**src/rtl/contador_pkg.sv**
```systemverilog
// contador_pkg: default digit width, default per-stage moduli and modulus extraction shared by the counter cascade
package contador_pkg;
  localparam int DIGIT_W_DEF = 4;
  localparam logic [7:0] MODULI_DEF = {4'd10, 4'd12};
  // A slice value of 0 encodes 2^w, so a full-range modulus fits in a w-bit slice; w must stay below 31
  function automatic int mod_of(input logic [4095:0] m, input int w, input int i);
    int s;
    s = 0;
    for (int b = 0; b < w; b++) s[b] = m[i*w+b];
    return (s == 0) ? (1 << w) : s;
  endfunction
endpackage

```
**src/rtl/contador_digito.sv**
```systemverilog
// contador_digito: one modulo-MOD stage (clk, rst, step, up_dn, load, load_val in; q count, term terminal-value flag out)
module contador_digito #(
  parameter int DIGIT_W = 4,
  parameter int MOD = 10
) (
  input  logic               clk,
  input  logic               rst,
  input  logic               step,
  input  logic               up_dn,
  input  logic               load,
  input  logic [DIGIT_W-1:0] load_val,
  output logic [DIGIT_W-1:0] q,
  output logic               term
);
  localparam logic [DIGIT_W-1:0] MAX = DIGIT_W'(MOD - 1);
  logic [DIGIT_W-1:0] q_q, q_d;
  assign q = q_q;
  assign term = up_dn ? (q_q == MAX) : (q_q == '0);
  always_comb begin
    q_d = load ? ((load_val > MAX) ? MAX : load_val)
        : !step ? q_q
        : up_dn ? (term ? '0 : q_q + 1'b1)
        : (term ? MAX : q_q - 1'b1);
  end
  always_ff @(posedge clk) begin
    if (rst) q_q <= '0;
    else q_q <= q_d;
  end
endmodule

```
**src/rtl/contador_cascata.sv**
```systemverilog
// contador_cascata: cascade of modulo digit stages (clk, rst, en, up_dn, load, load_val in; count, carry, wrap out)
module contador_cascata
  import contador_pkg::*;
#(
  parameter int NUM_STAGES = 2,
  parameter int DIGIT_W = DIGIT_W_DEF,
  parameter logic [NUM_STAGES*DIGIT_W-1:0] MODULI = MODULI_DEF
) (
  input  logic                          clk,
  input  logic                          rst,
  input  logic                          en,
  input  logic                          up_dn,
  input  logic                          load,
  input  logic [NUM_STAGES*DIGIT_W-1:0] load_val,
  output logic [NUM_STAGES*DIGIT_W-1:0] count,
  output logic [NUM_STAGES-1:0]         carry,
  output logic                          wrap
);
  logic [NUM_STAGES-1:0] term, step;
  for (genvar g = 0; g < NUM_STAGES; g++) begin : g_stage
    localparam int M = mod_of(4096'(MODULI), DIGIT_W, g);
    if (M < 2 || M > 2**DIGIT_W) begin : g_bad
      $error("contador_cascata: illegal modulus %0d on stage %0d", M, g);
    end
    if (g == 0) begin : g_first
      assign step[g] = en & ~load;
    end else begin : g_next
      assign step[g] = carry[g-1];
    end
    contador_digito #(.DIGIT_W(DIGIT_W), .MOD(M)) u_dig (
      .clk      (clk),
      .rst      (rst),
      .step     (step[g]),
      .up_dn    (up_dn),
      .load     (load),
      .load_val (load_val[g*DIGIT_W +: DIGIT_W]),
      .q        (count[g*DIGIT_W +: DIGIT_W]),
      .term     (term[g])
    );
  end
  always_comb begin
    carry[0] = en & ~load & term[0];
    for (int i = 1; i < NUM_STAGES; i++) carry[i] = carry[i-1] & term[i];
  end
  assign wrap = carry[NUM_STAGES-1];
endmodule
```
**config.mk**
```make
export PLATFORM = sky130hd
export DESIGN_NAME = contador_cascata
export DESIGN_NICKNAME = d
export VERILOG_FILES = /design/src/rtl/contador_pkg.sv /design/src/rtl/contador_digito.sv /design/src/rtl/contador_cascata.sv
export SDC_FILE = /design/constraint.sdc
export NUM_CORES = 1
export LEC_CHECK = 0
export ABC_AREA = 1
export CAP_MARGIN = 20
export CORE_MARGIN = 1
export CORE_UTILIZATION = 25
export CTS_CLUSTER_DIAMETER = 50
export CTS_CLUSTER_SIZE = 30
export DETAILED_ROUTE_END_ITERATION = 12
export DONT_BUFFER_PORTS = 1
export PLACE_DENSITY = 0.48
export RECOVER_POWER = 25
export SLEW_MARGIN = 20
export SYNTH_ARGS = -nofsm -noshare
export SYNTH_HDL_FRONTEND = slang
export SYNTH_SLANG_ARGS = --single-unit
```
**constraint.sdc**
```tcl
create_clock -name clk -period 1.33 [get_ports clk]
set_input_delay 0.133 -clock clk [delete_from_list [all_inputs] [get_ports clk]]
set_output_delay 0.133 -clock clk [all_outputs]
set_load 0.01 [all_outputs]
```
==> results.txt, run 1 <==
Int Pwr -> 591 uW
Layout Area Growth over Synthesis -> 61.0%
Place WS -> 0.00365 ns
Row count -> 20
Least-Margin Pin Slew -> 0.362 ns
Placed Cells -> 187
DRT Pass-1 Iters -> 4
Post-Synth Adder-Cell Area -> 0.0776
PortBufs -> 0
Logic pwr share -> 0.487
Root Buffer -> clkbuf_4
CP max FO -> 4
Dpl hpwl -> 1680 um
Layout Skew -> 0.0100 ns
Mapped Nets -> 149
Final Max Tran Viols -> 0
Grt total ovfl -> 0
Sinks on Clock Net -> 8
Num ports -> 24
Share of cells above drive strength 1 -> 0.500
Maximum clock rate -> 0.682 GHz
Worst VDD drop -> 0.000380 V
Clk buf depth -> 2
Routability cong. -> 0.823
Routed vias -> 930
RSZ-0062 raised after global routing -> yes
Number of synthesis warnings -> 0
Post-synth design cell area -> 806 um^2
Area of the core -> 0.00305 mm^2
Worst skew pair latency -> 0.27 ns
Die height -> 58.8 um
Mux share of post-synthesis cell area -> 0
Final setup viols -> 6
Hold crit path type -> in2reg
Worst endpoint data arrival time -> 1.33 ns
Seq pwr share -> 0.310
Die Area -> 0.00345 mm^2
Sw frac -> 0.387
MaxCap Viol Count -> 0
First-pass GRT wire length -> 3810 um
Drt drc -> 0
Status -> finished, violations left
Final Hold Vio Count -> 0
Antenna cell count -> 0
Largest family of logic cells by synthesized area -> simple AND/OR/NAND/NOR gates
Failing checks -> negative setup slack
Flop-to-flop setup slack -> -0.10 ns
Util after Layout -> 0.425
Leak -> 0.578 nW
Starting DRT DRC Count -> 34
Complex-gate fraction of the synthesized area -> 0.140
GRT Total Usage -> 0.143
Post-Synth XOR/XNOR Area -> 0.0543
Final TNS setup -> -0.460 ns
Die width -> 58.8 um
Post-DRT Antenna Nets -> 0
Vias in the first global route -> 887
Crit share post-route -> 1.10
Worst-path clk slew -> 0.06 ns
Nets -> 176
Crit Path Class -> reg2out
Sequential area share after synthesis -> 0.199
Largest net degree at the start of global routing -> 11
Synth Area in Simple Gates -> 0.402
H-tree levels -> 1
Worst setup margin -> -0.137 ns
Number of flip-flops in the largest register -> 8
Worst setup EP type -> output port
Mapped Cells -> 131
Critical path launch point type -> register
Vias per cell -> 4.65
Tmin final -> 1.47 ns
CTS tree -> done
Cell area power density -> 743 mW/mm^2
Syn_area_per_cell -> 6.15 um^2
Netlist cell types -> 23
Share of power burned in the clock network -> 0.202
Layout fillers -> 323
Synthesized flop and latch total -> 8
Hold WS -> 0.0351 ns
Post-Route WL -> 2520 um
Worst slew margin -> 0.758
Initial antenna violation count -> 0
Routed len/inst -> 12.6 um
TritonCTS Buffers -> 3
Finished Layout Cells -> 200
CP required -> 1.20 ns
Starting density of the core -> 0.264
Sw power -> 374 uW
## cell usage in the layout (no fill, tap or decap), drive strengths merged
master / n
nand2: 35
buf: 23
inv: 21
nor2: 15
nand3: 15
a21oi: 9
o21ai: 8
dfxtp: 8
ha: 5
clkbuf: 4
xor2: 3
nand4: 3
xnor2: 2
o22ai: 2
a22oi: 1
o21bai: 1
dlygate4sd3: 1
## what timing repair did
| item | CTS | global route |
|---|---|---|
| gates resized for setup | 21 | 41 |
| hold buffers | 1 | 0 |
| setup endpoints to repair | 5 | 10 |
| hold endpoints to repair | 6 | 0 |
| pin swaps | 10 | 12 |
| buffers inserted | 8 | 2 |
## metal layers
| metal | GRT usage | routed length, um | share of wire | vias up |
|---|---|---|---|---|
| met5 | 0 | 0 | 0 | - |
| met4 | 0.0204 | 18 | 0.0071 | 0 |
| met3 | 0.0440 | 113 | 0.045 | 4 |
| met2 | 0.234 | 1320 | 0.52 | 16 |
| met1 | 0.189 | 1070 | 0.43 | 435 |
| li1 | - | - | - | 475 |
## power groups by stage
stage / Combinational [mW] / Sequential [mW] / Clock [mW]
final: 0.470 / 0.299 / 0.195
after global routing: 0.516 / 0.303 / 0.207
after CTS: 0.368 / 0.296 / 0.189
after detailed placement: 0.309 / 0.297 / 0
after global placement: 0.311 / 0.297 / 0
after floorplan: 0.208 / 0.304 / 0
## final timing paths
check / startpoint / depth (start not counted) / endpoint
worst min register to register: g_stage[1].u_dig.q[3] / 2 / g_stage[1].u_dig.q[3]
worst min-delay path: rst / 3 / g_stage[1].u_dig.q[2]
worst max register to register: g_stage[1].u_dig.q[0] / 11 / g_stage[1].u_dig.q[3]
worst max-delay path: g_stage[1].u_dig.q[0] / 7 / wrap
## Yosys cell counts, drive strengths merged
master	number	area share
clkinv	1	0.0062
o22ai	2	0.016
nand2	35	0.18
xor2	3	0.033
nand4	3	0.023
dfxtp	8	0.20
o21ai	8	0.050
a22oi	1	0.0093
nand3	15	0.12
buf	3	0.028
ha	5	0.078
o21bai	1	0.0093
xnor2	2	0.022
a21oi	9	0.056
inv	20	0.093
nor2	15	0.073
## critical path, stage by stage (launching register included)
cell and delay, ns:
dfxtp_4 0.36, inv_4 0.06, ha_4 0.13, inv_4 0.04
nor2_4 0.10, nand2_2 0.08, buf_6 0.12, a21oi_4 0.19
## kinds of logic after synthesis
group / count (synthesis)
buffers and inverters: 24
AND/OR/NAND/NOR: 68
AO/OA/AOI/OAI: 21
flip-flops: 8
XOR/XNOR: 5
adder cells (fa/ha/maj): 5
## area by class of cell
cell class	count	area, um^2	share of cell area
timing repair buffer	25	209	0.161
sequential	8	174	0.134
clock buffer	3	22.5	0.0174
multi-input combinational	99	738	0.569
inverter	21	98.8	0.0762
tap	44	55.1	0.0424
## per-stage QoR
stage / area [um^2] / power [mW]
after floorplan: 830 / 0.512
after global placement: 975 / 0.607
after detailed placement: 975 / 0.606
after CTS: 1130 / 0.853
after global routing: 1300 / 1.03
final: 1300 / 0.965
Power figures use the tool's default switching activity.
==> run 2, diff against run 1 <==
Settings changed: PLACE_DENSITY 0.48 to default, PLACE_DENSITY_LB_ADDON from default to 0.05.
==> results.txt, run 2 (synthesized netlist as in run 1, its figures left out) <==
Status -> finished, violations left
Failing checks -> negative setup slack
Grt total ovfl -> 0
Routed vias -> 903
Routed len/inst -> 12.1 um
Routability cong. -> 0.768
Hold depth -> 3
DRT Pass-1 Iters -> 4
Row count -> 20
Layout Skew -> 0.00381 ns
Crit share post-route -> 1.09
PortBufs -> 0
Starting DRT DRC Count -> 10
Starting density of the core -> 0.264
Final instance area -> 0.00122 mm^2
Worst skew pair latency -> 0.26 ns
Area of the core -> 0.00305 mm^2
Root Buffer -> clkbuf_4
Flop-to-flop setup slack -> -0.06 ns
RSZ-0062 raised after global routing -> yes
Worst-path clk slew -> 0.06 ns
Sinks on Clock Net -> 8
First-pass GRT wire length -> 3940 um
Worst VDD drop -> 0.000430 V
Num ports -> 24
Largest net degree at the start of global routing -> 11
Nets -> 172
Placed Cells -> 187
Share of cells above drive strength 1 -> 0.441
Layout Area Growth over Synthesis -> 51.1%
Number of flip-flops in the largest register -> 8
Crit Path Class -> reg2out
TritonCTS Buffers -> 3
Worst hold path endpoint -> g_stage[1].u_dig.q[2]
Worst endpoint data arrival time -> 1.31 ns
MaxCap Viol Count -> 0
Critical path launch point type -> register
GRT Total Usage -> 0.149
Final TNS setup -> -0.333 ns
Final Max Tran Viols -> 0
Finished Layout Cells -> 196
Logic pwr share -> 0.464
RR Startpoint -> g_stage[1].u_dig.q[0]
CTS tree -> done
Reg2Reg Depth -> 8
Vias per cell -> 4.61
Worst setup EP type -> output port
Antenna cell count -> 0
Least-Margin Pin Slew -> 0.303 ns
Int Pwr -> 560 uW
Final Hold Vio Count -> 0
Post-Route WL -> 2370 um
Cell area power density -> 743 mW/mm^2
Reg-to-Reg End -> g_stage[1].u_dig.q[2]
PnR Total Power -> 904 uW
Sw power -> 344 uW
CP max FO -> 4
Share of power burned in the clock network -> 0.208
Worst slew margin -> 0.798
Final setup viols -> 7
Hold crit path type -> in2reg
Maximum clock rate -> 0.693 GHz
Post-DRT Antenna Nets -> 0
Vias in the first global route -> 887
Initial antenna violation count -> 0
Layout fillers -> 347
Commonest non-fill, non-tap cell in the layout -> nand2_1
Die Area -> 0.00345 mm^2
Die height -> 58.8 um
Drt drc -> 0
Leak -> 0.541 nW
Worst setup margin -> -0.114 ns
Dpl hpwl -> 1830 um
Sw frac -> 0.380
Placed cell areas -> 975 um^2
Most frequent cells in the layout -> nand2_1 (27), buf_4 (17), nor2_1 (13)
H-tree levels -> 1
Die width -> 58.8 um
Seq pwr share -> 0.329
CP required -> 1.20 ns
Tmin final -> 1.44 ns
Hold_sp -> rst
Clk buf depth -> 2
## run 2: cell count changes in the layout (fill, tap and decap cells not counted), sizes merged
cell	before	now
buf	23	20
clkbuf	4	3
## run 2: worst max-delay path, cell delays in order, from the launching register on
cell,delay [ns]
dfxtp_4,0.37
inv_4,0.07
ha_4,0.15
nand3_4,0.08
nand2_4,0.10
nand3_4,0.09
a21oi_4,0.20
## run 2: worst max-delay path by stage
| stage | startpoint | endpoint | depth (start not counted) |
|---|---|---|---|
| after global placement | g_stage[0].u_dig.q[1] | g_stage[1].u_dig.q[2] | 9 |
| after CTS | g_stage[1].u_dig.q[0] | carry[1] | 7 |
| after floorplan | g_stage[0].u_dig.q[1] | carry[1] | 7 |
| after detailed placement | g_stage[0].u_dig.q[1] | g_stage[1].u_dig.q[2] | 9 |
| after global routing | g_stage[0].u_dig.q[0] | wrap | 6 |
| final | g_stage[0].u_dig.q[0] | carry[1] | 6 |
## run 2: layout make-up
cell class	instances	area [um^2]	area share
Sequential cell	8	175	0.144
Inverter	21	93.8	0.0771
Timing Repair Buffer	21	171	0.141
Tap cell	44	55.1	0.0452
Multi-Input combinational cell	99	699	0.575
Clock buffer	3	22.5	0.0185
## run 2: per-stage QoR
step                      worst slack [ns]  hold slack [ns]   util
after detailed placement          -0.00689            0.198  0.319
after CTS                           -0.137           0.0470  0.363
after floorplan                     0.0144            0.195      -
after global routing                -0.185            0.107  0.399
after global placement             -0.0310            0.199  0.319
final                               -0.114           0.0603  0.399
## run 2: power groups by stage
stage               Clock (mW)  Combinational (mW)  Sequential [mW]
floorplan                    0               0.208            0.304
global placement             0               0.318            0.297
detailed placement           0               0.313            0.295
CTS                      0.197               0.362            0.294
global route             0.201               0.469            0.301
finish                   0.188               0.419            0.297
## run 2: repair_timing
| item | 4_1_cts | 5_1_grt |
|---|---|---|
| pin swaps | 6 | 10 |
| hold endpoints to repair | 6 | 0 |
| gates resized for setup | 18 | 28 |
| setup endpoints to repair | 4 | 10 |
| setup buffers | 5 | 1 |
| hold buffers | 1 | 0 |
## run 2: layer usage
metal  track usage  share of wire  vias to the layer above
met5             0              0                        -
met4        0.0612          0.015                        0
met3        0.0154          0.019                        5
met2         0.235           0.46                       11
met1         0.207           0.50                      422
li1              -              -                      465
